[src/rtl/PkgSnow64MemArbiter.sv]
// Types shared by the instruction/data memory arbiter and its request slots.
package PkgSnow64MemArbiter;
  localparam int MSB_POS__SNOW64_CPU_ADDR      = 63;
  localparam int MSB_POS__SNOW64_LAR_FILE_DATA = 255;

  typedef enum logic [1:0] {IDLE, ISSUE, WAIT} State;

  typedef enum logic {ICACHE = 1'b0, DCACHE = 1'b1} Requester;

  typedef struct packed {
    logic                                   pending;
    logic                                   write;
    logic [MSB_POS__SNOW64_CPU_ADDR:0]      addr;
    logic [MSB_POS__SNOW64_LAR_FILE_DATA:0] data;
  } SlotReq;

  typedef struct packed {
    logic                                   icache_req;
    logic [MSB_POS__SNOW64_CPU_ADDR:0]      icache_addr;
    logic                                   dcache_req;
    logic                                   dcache_write;
    logic [MSB_POS__SNOW64_CPU_ADDR:0]      dcache_addr;
    logic [MSB_POS__SNOW64_LAR_FILE_DATA:0] dcache_data;
    logic                                   mem_valid;
    logic [MSB_POS__SNOW64_LAR_FILE_DATA:0] mem_data;
  } PortIn_MemArbiter;

  typedef struct packed {
    logic                                   icache_valid;
    logic [MSB_POS__SNOW64_LAR_FILE_DATA:0] icache_data;
    logic                                   dcache_valid;
    logic [MSB_POS__SNOW64_LAR_FILE_DATA:0] dcache_data;
    logic                                   mem_req;
    logic                                   mem_write;
    logic [MSB_POS__SNOW64_CPU_ADDR:0]      mem_addr;
    logic [MSB_POS__SNOW64_LAR_FILE_DATA:0] mem_data;
  } PortOut_MemArbiter;
endpackage

[src/rtl/snow64_mem_req_slot.sv]
// Single pending-request holder: captures a request pulse when empty and
// keeps it until the arbiter retires it.
module snow64_mem_req_slot
  import PkgSnow64MemArbiter::*;
(
  input  logic                                   clk,
  input  logic                                   rst_n,
  input  logic                                   req,
  input  logic                                   write,
  input  logic [MSB_POS__SNOW64_CPU_ADDR:0]      addr,
  input  logic [MSB_POS__SNOW64_LAR_FILE_DATA:0] data,
  input  logic                                   clear,
  output SlotReq                                 slot
);
  // A request while already pending is a protocol violation and is dropped.
  always_ff @(posedge clk or negedge rst_n) begin
    if (!rst_n) begin
      slot <= '0;
    end else if (clear) begin
      slot.pending <= 1'b0;
    end else if (req && !slot.pending) begin
      slot.pending <= 1'b1;
      slot.write   <= write;
      slot.addr    <= addr;
      slot.data    <= data;
    end
  end
endmodule

[src/rtl/snow64_mem_arbiter.sv]
// Shares one memory port between the icache and the data LAR file.
// Define SNOW64_MEM_ARBITER_FAIR_EN for round-robin; default is dcache priority.
module snow64_mem_arbiter
  import PkgSnow64MemArbiter::*;
(
  input  logic                                   clk,
  input  logic                                   rst_n,
  input  logic                                   in_icache_req,
  input  logic [MSB_POS__SNOW64_CPU_ADDR:0]      in_icache_addr,
  output logic                                   out_icache_valid,
  output logic [MSB_POS__SNOW64_LAR_FILE_DATA:0] out_icache_data,
  input  logic                                   in_dcache_req,
  input  logic                                   in_dcache_write,
  input  logic [MSB_POS__SNOW64_CPU_ADDR:0]      in_dcache_addr,
  input  logic [MSB_POS__SNOW64_LAR_FILE_DATA:0] in_dcache_data,
  output logic                                   out_dcache_valid,
  output logic [MSB_POS__SNOW64_LAR_FILE_DATA:0] out_dcache_data,
  output logic                                   out_mem_req,
  output logic                                   out_mem_write,
  output logic [MSB_POS__SNOW64_CPU_ADDR:0]      out_mem_addr,
  output logic [MSB_POS__SNOW64_LAR_FILE_DATA:0] out_mem_data,
  input  logic                                   in_mem_valid,
  input  logic [MSB_POS__SNOW64_LAR_FILE_DATA:0] in_mem_data
);
  State              state;
  Requester          winner, pick;
  PortOut_MemArbiter port_out;
  SlotReq            slot_i, slot_d, eff_i, eff_d, pick_req;
  logic              completing, clear_i, clear_d, cand_i, cand_d, go_issue;
`ifdef SNOW64_MEM_ARBITER_FAIR_EN
  Requester          last_grant;
`endif

  assign completing = (state == WAIT) && in_mem_valid;
  assign clear_i    = completing && (winner == ICACHE);
  assign clear_d    = completing && (winner == DCACHE);

  snow64_mem_req_slot u_slot_icache (
    .clk(clk), .rst_n(rst_n), .req(in_icache_req), .write(1'b0),
    .addr(in_icache_addr), .data('0), .clear(clear_i), .slot(slot_i)
  );

  snow64_mem_req_slot u_slot_dcache (
    .clk(clk), .rst_n(rst_n), .req(in_dcache_req), .write(in_dcache_write),
    .addr(in_dcache_addr), .data(in_dcache_data), .clear(clear_d), .slot(slot_d)
  );

  // A request arriving this edge is eligible as if it were already in its slot.
  always_comb begin
    eff_i = slot_i;
    if (!slot_i.pending) begin
      eff_i.pending = in_icache_req;
      eff_i.write   = 1'b0;
      eff_i.addr    = in_icache_addr;
      eff_i.data    = '0;
    end
    eff_d = slot_d;
    if (!slot_d.pending) begin
      eff_d.pending = in_dcache_req;
      eff_d.write   = in_dcache_write;
      eff_d.addr    = in_dcache_addr;
      eff_d.data    = in_dcache_data;
    end
  end

  // The side being retired this edge cannot contend again.
  assign cand_i   = eff_i.pending && !clear_i;
  assign cand_d   = eff_d.pending && !clear_d;
  assign go_issue = ((state == IDLE) || completing) && (cand_i || cand_d);

`ifdef SNOW64_MEM_ARBITER_FAIR_EN
  assign pick = (cand_d && (!cand_i || (last_grant == ICACHE))) ? DCACHE : ICACHE;
`else
  assign pick = cand_d ? DCACHE : ICACHE;
`endif
  assign pick_req = (pick == DCACHE) ? eff_d : eff_i;

  always_ff @(posedge clk or negedge rst_n) begin
    if (!rst_n) begin
      state    <= IDLE;
      winner   <= ICACHE;
      port_out <= '0;
`ifdef SNOW64_MEM_ARBITER_FAIR_EN
      last_grant <= ICACHE;
`endif
    end else begin
      port_out.mem_req      <= 1'b0;
      port_out.icache_valid <= 1'b0;
      port_out.dcache_valid <= 1'b0;
      case (state)
        IDLE:  if (go_issue) state <= ISSUE;
        ISSUE: state <= WAIT;
        WAIT: begin
          if (in_mem_valid) begin
            if (winner == ICACHE) begin
              port_out.icache_valid <= 1'b1;
              port_out.icache_data  <= in_mem_data;
            end else begin
              port_out.dcache_valid <= 1'b1;
              // A write-back ack leaves the last read data visible.
              if (!port_out.mem_write) port_out.dcache_data <= in_mem_data;
            end
            state <= go_issue ? ISSUE : IDLE;
          end
        end
        default: state <= IDLE;
      endcase
      if (go_issue) begin
        winner             <= pick;
        port_out.mem_req   <= 1'b1;
        port_out.mem_write <= pick_req.write;
        port_out.mem_addr  <= pick_req.addr;
        port_out.mem_data  <= pick_req.data;
`ifdef SNOW64_MEM_ARBITER_FAIR_EN
        last_grant <= pick;
`endif
      end
    end
  end

  assign out_icache_valid = port_out.icache_valid;
  assign out_icache_data  = port_out.icache_data;
  assign out_dcache_valid = port_out.dcache_valid;
  assign out_dcache_data  = port_out.dcache_data;
  assign out_mem_req      = port_out.mem_req;
  assign out_mem_write    = port_out.mem_write;
  assign out_mem_addr     = port_out.mem_addr;
  assign out_mem_data     = port_out.mem_data;
endmodule

[config.mk]
export PLATFORM = sky130hd
export DESIGN_NAME = snow64_mem_arbiter
export DESIGN_NICKNAME = d
export VERILOG_FILES = /design/src/rtl/PkgSnow64MemArbiter.sv /design/src/rtl/snow64_mem_req_slot.sv /design/src/rtl/snow64_mem_arbiter.sv
export SDC_FILE = /design/constraint.sdc
export NUM_CORES = 1
export LEC_CHECK = 0
export CAP_MARGIN = 20
export CORE_AREA = 2 2 583 585
export DETAILED_ROUTE_END_ITERATION = 8
export DIE_AREA = 0 0 585 587
export HOLD_SLACK_MARGIN = 0.03
export SLEW_MARGIN = 20
export SYNTH_ARGS = -nofsm -noshare
export SYNTH_HDL_FRONTEND = slang
export SYNTH_SLANG_ARGS = --single-unit
[constraint.sdc]
create_clock -name clk -period 5.66 [get_ports clk]
set_input_delay 0.566 -clock clk [delete_from_list [all_inputs] [get_ports clk]]
set_output_delay 0.566 -clock clk [all_outputs]
set_load 0.02 [all_outputs]
==> metrics.txt <==
outcome finished, final reports clean; Combinational Power Share 46.0%; die area 0.343 mm²; Vias/cell 3.69; synth top area cells dfrtp_1, mux2_2, mux2i_1; Hold Crit Depth 2; GRT Overall Usage 14.3%; TritonCTS Buffers 153; TritonRoute pass-1 iters 5; sequential-to-total area share from yosys stat 62.0%; count of state elements after synthesis 1226; RSZ-0062 raised after global routing no; post-synth cell types 23; # DRC 0; pwr dens 631 mW/mm²; Switch Pwr 0.0185 W; FP Rows 214; Synth top area share 62.0%; worst-path fanout max 76; TritonCTS clock tree done; CP Launch Type flop; share of cells above drive strength 1 26.1%; synth warn 0; MaxCap Viol Count 0; Syn Nets 3774; Switching Fraction 39.2%; crit share post-route 63.5%; Die W 585 µm; Wirelength per Cell 27.3 µm; required time worst endpoint 6.33 ns; nets 5267; Hold Crit Class in -> reg; DP Area 0.0696 mm²; H-tree Lvls 4; Core Region 0.338 mm²; Slew Viols, Final 0; first-pass GRT wire length 337000 µm; clock power share 21.2%; CTS root buffer clkbuf_16; worst slew pin tran 1.20 ns; reg2reg path depth 5; initial antenna violation count 95; Synth Cell Area 0.0495 mm²; Routability Congestion 0.886; vias 34341; Final setup viols 0; total gr overflow 0; fin area 0.0748 mm²; Worst setup EP type flop; DIE HEIGHT 587 µm; Critical Path AT 4.26 ns; Syn Area/Cell 15.8 µm²; WS Path Type reg -> reg; worst slack, placed 1.83 ns; Worst IR Drop VDD 0.531 mV; largest area contributor in the netlist dfrtp_1; Ports 1482; vias in the first global route 36344; I/O Buffers 1481; initial drt markers 1687; Detail Placement HPWL 206000 µm; Max Fclk 278 MHz; Internal Dissipation 0.0287 W; initial core utilization 14.6%; time the worst path needs with I/O delays and setup 3.59 ns; final non-filler cell total 9303; ANT nets after route 0; worst-skew pair later-pin latency 0.84 ns; Max clock buf depth 4; Hold Violations, Final 0; placed insts 9001; Layout area overhead 51.2%; sequential share of power 32.8%; Reg clk slew, reported paths 0.06 ns; Design Power 0.0472 W; setup TNS 0 ns; largest net degree at the start of global routing 162; drt total wl 254000 µm; final worst slack 2.07 ns; max_slew headroom 20.2%; setup bufs post-CTS 0; cells after synthesis 3128; Leakage 32.3 nW; clock skew 0.0559 ns; CTS Sinks 1226
## power by group through the flow
| stage | Sequential, W | Clock, W | Combinational [W] |
|---|---|---|---|
| floorplan | 0.0182 | 0 | 0.00770 |
| global placement | 0.0154 | 0 | 0.0220 |
| global route | 0.0160 | 0.0107 | 0.0230 |
| CTS | 0.0155 | 0.0104 | 0.0223 |
| finish | 0.0155 | 0.0100 | 0.0217 |
| detailed placement | 0.0156 | 0 | 0.0222 |
## synthesized netlist by cell type
cell / instances
a211o_1: 2
and2_1: 1
buf_1: 6
buf_2: 139
buf_4: 3
buf_6: 9
buf_8: 4
clkbuf_1: 48
clkbuf_4: 4
dfrtp_1: 1226
inv_1: 2
inv_2: 1
mux2_1: 41
mux2_2: 920
mux2i_1: 449
nand2_1: 3
nand2b_1: 3
nand3b_1: 1
nor2_1: 6
o21ai_0: 1
o2bb2ai_1: 257
or2_2: 1
or3b_2: 1
## sequential cells by signal (all words and copies together) (netlist names), 2 cells and up
| register | cells |
|---|---|
| out_mem_addr | 64 |
| out_icache_data | 256 |
| state | 2 |
| u_slot_dcache.slot | 322 |
| u_slot_icache.slot | 65 |
| out_dcache_data | 256 |
| out_mem_data | 256 |
## layout make-up
class | count | area [µm²]
inverter | 3 | 12.5
multi-input combinational | 1686 | 17700
fill | 35736 | 263000
antenna | 31 | 77.6
timing repair buffer | 1551 | 15600
tap | 4536 | 5680
sequential | 1226 | 30700
clock inverter | 52 | 658
clock buffer | 218 | 4430
## critical path, stage by stage (launching register included)
cell       delay, ns
dfrtp_4         0.78
nor2_1          0.42
a211o_4         0.50
buf_4           0.65
buf_4           0.77
o2bb2ai_1       0.15
## cells by family after synthesis
family,after synthesis,share of synthesized area [%]
muxes,1410,31.0
DFF,1226,62.0
AOI/OAI and AO/OA,260,4.60
buffers and inverters,216,2.27
and+or+nand+nor,16,0.164
## per-layer routing
metal | routed length, µm | global-route usage (%) | vias up | part of all wire [%]
li1 | - | - | 14525 | -
met2 | 124000 | 24.5 | 1354 | 49
met5 | 163 | 0 | - | 0.064
met4 | 10100 | 5.05 | 24 | 4.0
met3 | 20600 | 4.66 | 368 | 8.1
met1 | 99900 | 16.6 | 18070 | 39
## cells in the final DEF, fill, tap and decap left out, types with 4 or more instances in the layout
| master | instances |
|---|---|
| clkdlybuf4s50_1 | 1480 |
| dfrtp_1 | 1224 |
| mux2_2 | 920 |
| mux2i_1 | 449 |
| o2bb2ai_1 | 257 |
| clkbuf_16 | 155 |
| buf_4 | 53 |
| mux2_1 | 41 |
| clkbuf_1 | 32 |
| diode_2 | 31 |
| clkbuf_8 | 31 |
| clkinv_2 | 25 |
| buf_12 | 15 |
| bufinv_16 | 10 |
| inv_6 | 4 |
| clkinv_8 | 4 |
| clkinv_4 | 4 |
## timing repair
action,in CTS,in global routing
gates resized for setup,0,0
endpoints found under the hold margin,60,0
hold buffers,1,0
## final timing paths
check / start / end / slack [ns]
max in group asynchronous: rst_n / out_icache_data[176] / 3.55
min reg2reg: out_mem_data[19] / out_mem_data[19] / 0.49
min in group asynchronous: rst_n / out_mem_addr[17] / 0.45
max reg2reg: u_slot_dcache.slot[321] / out_mem_data[96] / 2.07
min: in_mem_data[164] / out_dcache_data[164] / 0.38
max: u_slot_dcache.slot[321] / out_mem_data[96] / 2.07
## per-stage QoR
step                hold slack [ns]  util (%)
global placement              0.470      20.6
floorplan                     0.270         -
finish                        0.376      22.1
global route                  0.295      22.1
CTS                           0.253      22.1
detailed placement            0.473      20.6
Note: power is estimated with default switching activity, not from simulation.
==> patch: new RTL, same flow settings <==
Add an input register stage for `in_dcache_req`; this delays it by one clock. The other inputs are not delayed to match.
--- a/src/rtl/snow64_mem_arbiter.sv
+++ b/src/rtl/snow64_mem_arbiter.sv
@@ -22,6 +22,13 @@
   input  logic                                   in_mem_valid,
   input  logic [MSB_POS__SNOW64_LAR_FILE_DATA:0] in_mem_data
 );
+
+  logic in_dcache_req_q;
+
+  always_ff @(posedge clk) begin
+    in_dcache_req_q <= in_dcache_req;
+  end
+
   State              state;
   Requester          winner, pick;
   PortOut_MemArbiter port_out;
@@ -41,7 +48,7 @@
   );
 
   snow64_mem_req_slot u_slot_dcache (
-    .clk(clk), .rst_n(rst_n), .req(in_dcache_req), .write(in_dcache_write),
+    .clk(clk), .rst_n(rst_n), .req(in_dcache_req_q), .write(in_dcache_write),
     .addr(in_dcache_addr), .data(in_dcache_data), .clear(clear_d), .slot(slot_d)
   );
 
@@ -56,7 +63,7 @@
     end
     eff_d = slot_d;
     if (!slot_d.pending) begin
-      eff_d.pending = in_dcache_req;
+      eff_d.pending = in_dcache_req_q;
       eff_d.write   = in_dcache_write;
       eff_d.addr    = in_dcache_addr;
       eff_d.data    = in_dcache_data;
Check against the original RTL: not settled (the Yosys comparison gave no result); the edit may change what the design does.
==> patch against the unedited design <==
Critical path depth is 1 higher; via count is 0.29% lower; power shrank 2.2%; global-route usage is 0.32 points lower; combinational power shrank 4%; area after synthesis is essentially flat; utilization about the same; cell area barely moved; worst hold slack worse by 0.13 ns; sequential share of layout area about the same; maximum frequency is 2.8% higher; setup slack gained 0.097 ns; routed wire length fell by 2.1%; sequential cell count up 1; critical endpoint is now out_mem_data[235]$_DFFE_PN0P_.
==> patch: results (changes against the unedited design) <==
largest net degree at the start of global routing=145 (-10%); Inst Count DP=9000 (-0.011%); status=finished, final reports clean; DRT Wirelength=249000 um (-2.1%); Reg2Reg Setup Slack=2.16 ns (+0.10 ns); Finished Layout Cells=9320 (+0.18%); peak supply drop=0.381 mV (-28%); Synth area leaders=dfrtp_1, mux2_2, mux2i_1, o2bb2ai_1, buf_2; syn avg cell area=15.8 um2 (about the same); via count=34.2k (-0.29%); Final Skew=0.0918 ns (+0.0358 ns); final-stage net count=5266 (-0.019%); Syn Nets=3775 (+0.026%); reg2reg end=out_mem_data[235]$_DFFE_PN0P_; drt pass-1 iters=7 (+2); Hold EP=in_dcache_req_q$_DFF_P_; Arr. time, crit path=4.18 ns (-0.08 ns); fill cell count=35.7k (+0.0028%); Yosys cell types=24 (+4.3%); fraction of layout cells with a size suffix above 1=0.259 (-0.00221); hold wc startpoint=in_dcache_req; worst reg-to-reg path cell count=6 (+1); hold path depth=1 (-1); CP Max Fanout=73 (-3.9%); met2 routed WL=122000 um (-1.4%)
==> patch: per-stage QoR <==
stage          setup slack (ns)   util  area [um2]
2_1_floorplan              3.59      -       49500
3_3_place_gp               1.74  0.206       69600
3_5_place_dp               1.68  0.206       69600
4_1_cts                    2.07  0.221       74700
5_1_grt                    1.91  0.221       74800
6_report                   2.16  0.221       74800
==> patch: kinds of logic after synthesis <==
group	share of synthesized area
AND/OR/NAND/NOR	0.00164
flip-flops	0.620
buffers and inverters	0.0225
AO/OA/AOI/OAI	0.0459
multiplexers	0.310
==> patch: cell type report <==
type / count / area, um2 / share of cell area
multi-input combinational: 1686 / 17700 / 0.237
clock buffer: 215 / 4350 / 0.0581
sequential: 1227 / 30700 / 0.410
timing repair buffer: 1550 / 15600 / 0.208
clock inverter: 53 / 703 / 0.00940
tap: 4536 / 5680 / 0.0758
antenna: 50 / 125 / 0.00167
inverter: 3 / 12.5 / 0.000167
==> patch: layer usage <==
| layer | GRT usage | vias to the layer above |
|---|---|---|
| li1 | - | 14500 |
| met1 | 0.148 | 17700 |
| met4 | 0.0622 | 82 |
| met3 | 0.0594 | 463 |
| met2 | 0.240 | 1445 |
| met5 | 0 | - |
==> patch: worst max-delay path by stage <==
stage / start / to / slack, ns / cells after the start
after floorplan: in_mem_valid / out_mem_addr[44]$_DFFE_PN0P_ / 3.59 / 9
after global routing: u_slot_dcache.slot[321]$_DFFE_PN0P_ / out_mem_data[235]$_DFFE_PN0P_ / 1.91 / 6
after detailed placement: in_mem_valid / out_mem_data[142]$_DFFE_PN0P_ / 1.68 / 7
final: u_slot_dcache.slot[321]$_DFFE_PN0P_ / out_mem_data[235]$_DFFE_PN0P_ / 2.16 / 6
after global placement: in_mem_valid / out_mem_data[102]$_DFFE_PN0P_ / 1.74 / 7
after CTS: u_slot_dcache.slot[321]$_DFFE_PN0P_ / out_mem_data[205]$_DFFE_PN0P_ / 2.07 / 6
==> patch: timing repair <==
item	4_1_cts	5_1_grt
setup buffers	0	0
hold endpoints to repair	93	0
hold buffers	1	0
==> patch: power by group <==
part / leakage, nW / total (W) / internal, W / switching (W)
Sequential: 15.2 / 0.0154 / 0.0129 / 0.00245
Clock: 2.47 / 0.00997 / 0.00583 / 0.00415
Combinational: 14.8 / 0.0209 / 0.00962 / 0.0113
Total: 32.4 / 0.0462 / 0.0284 / 0.0178
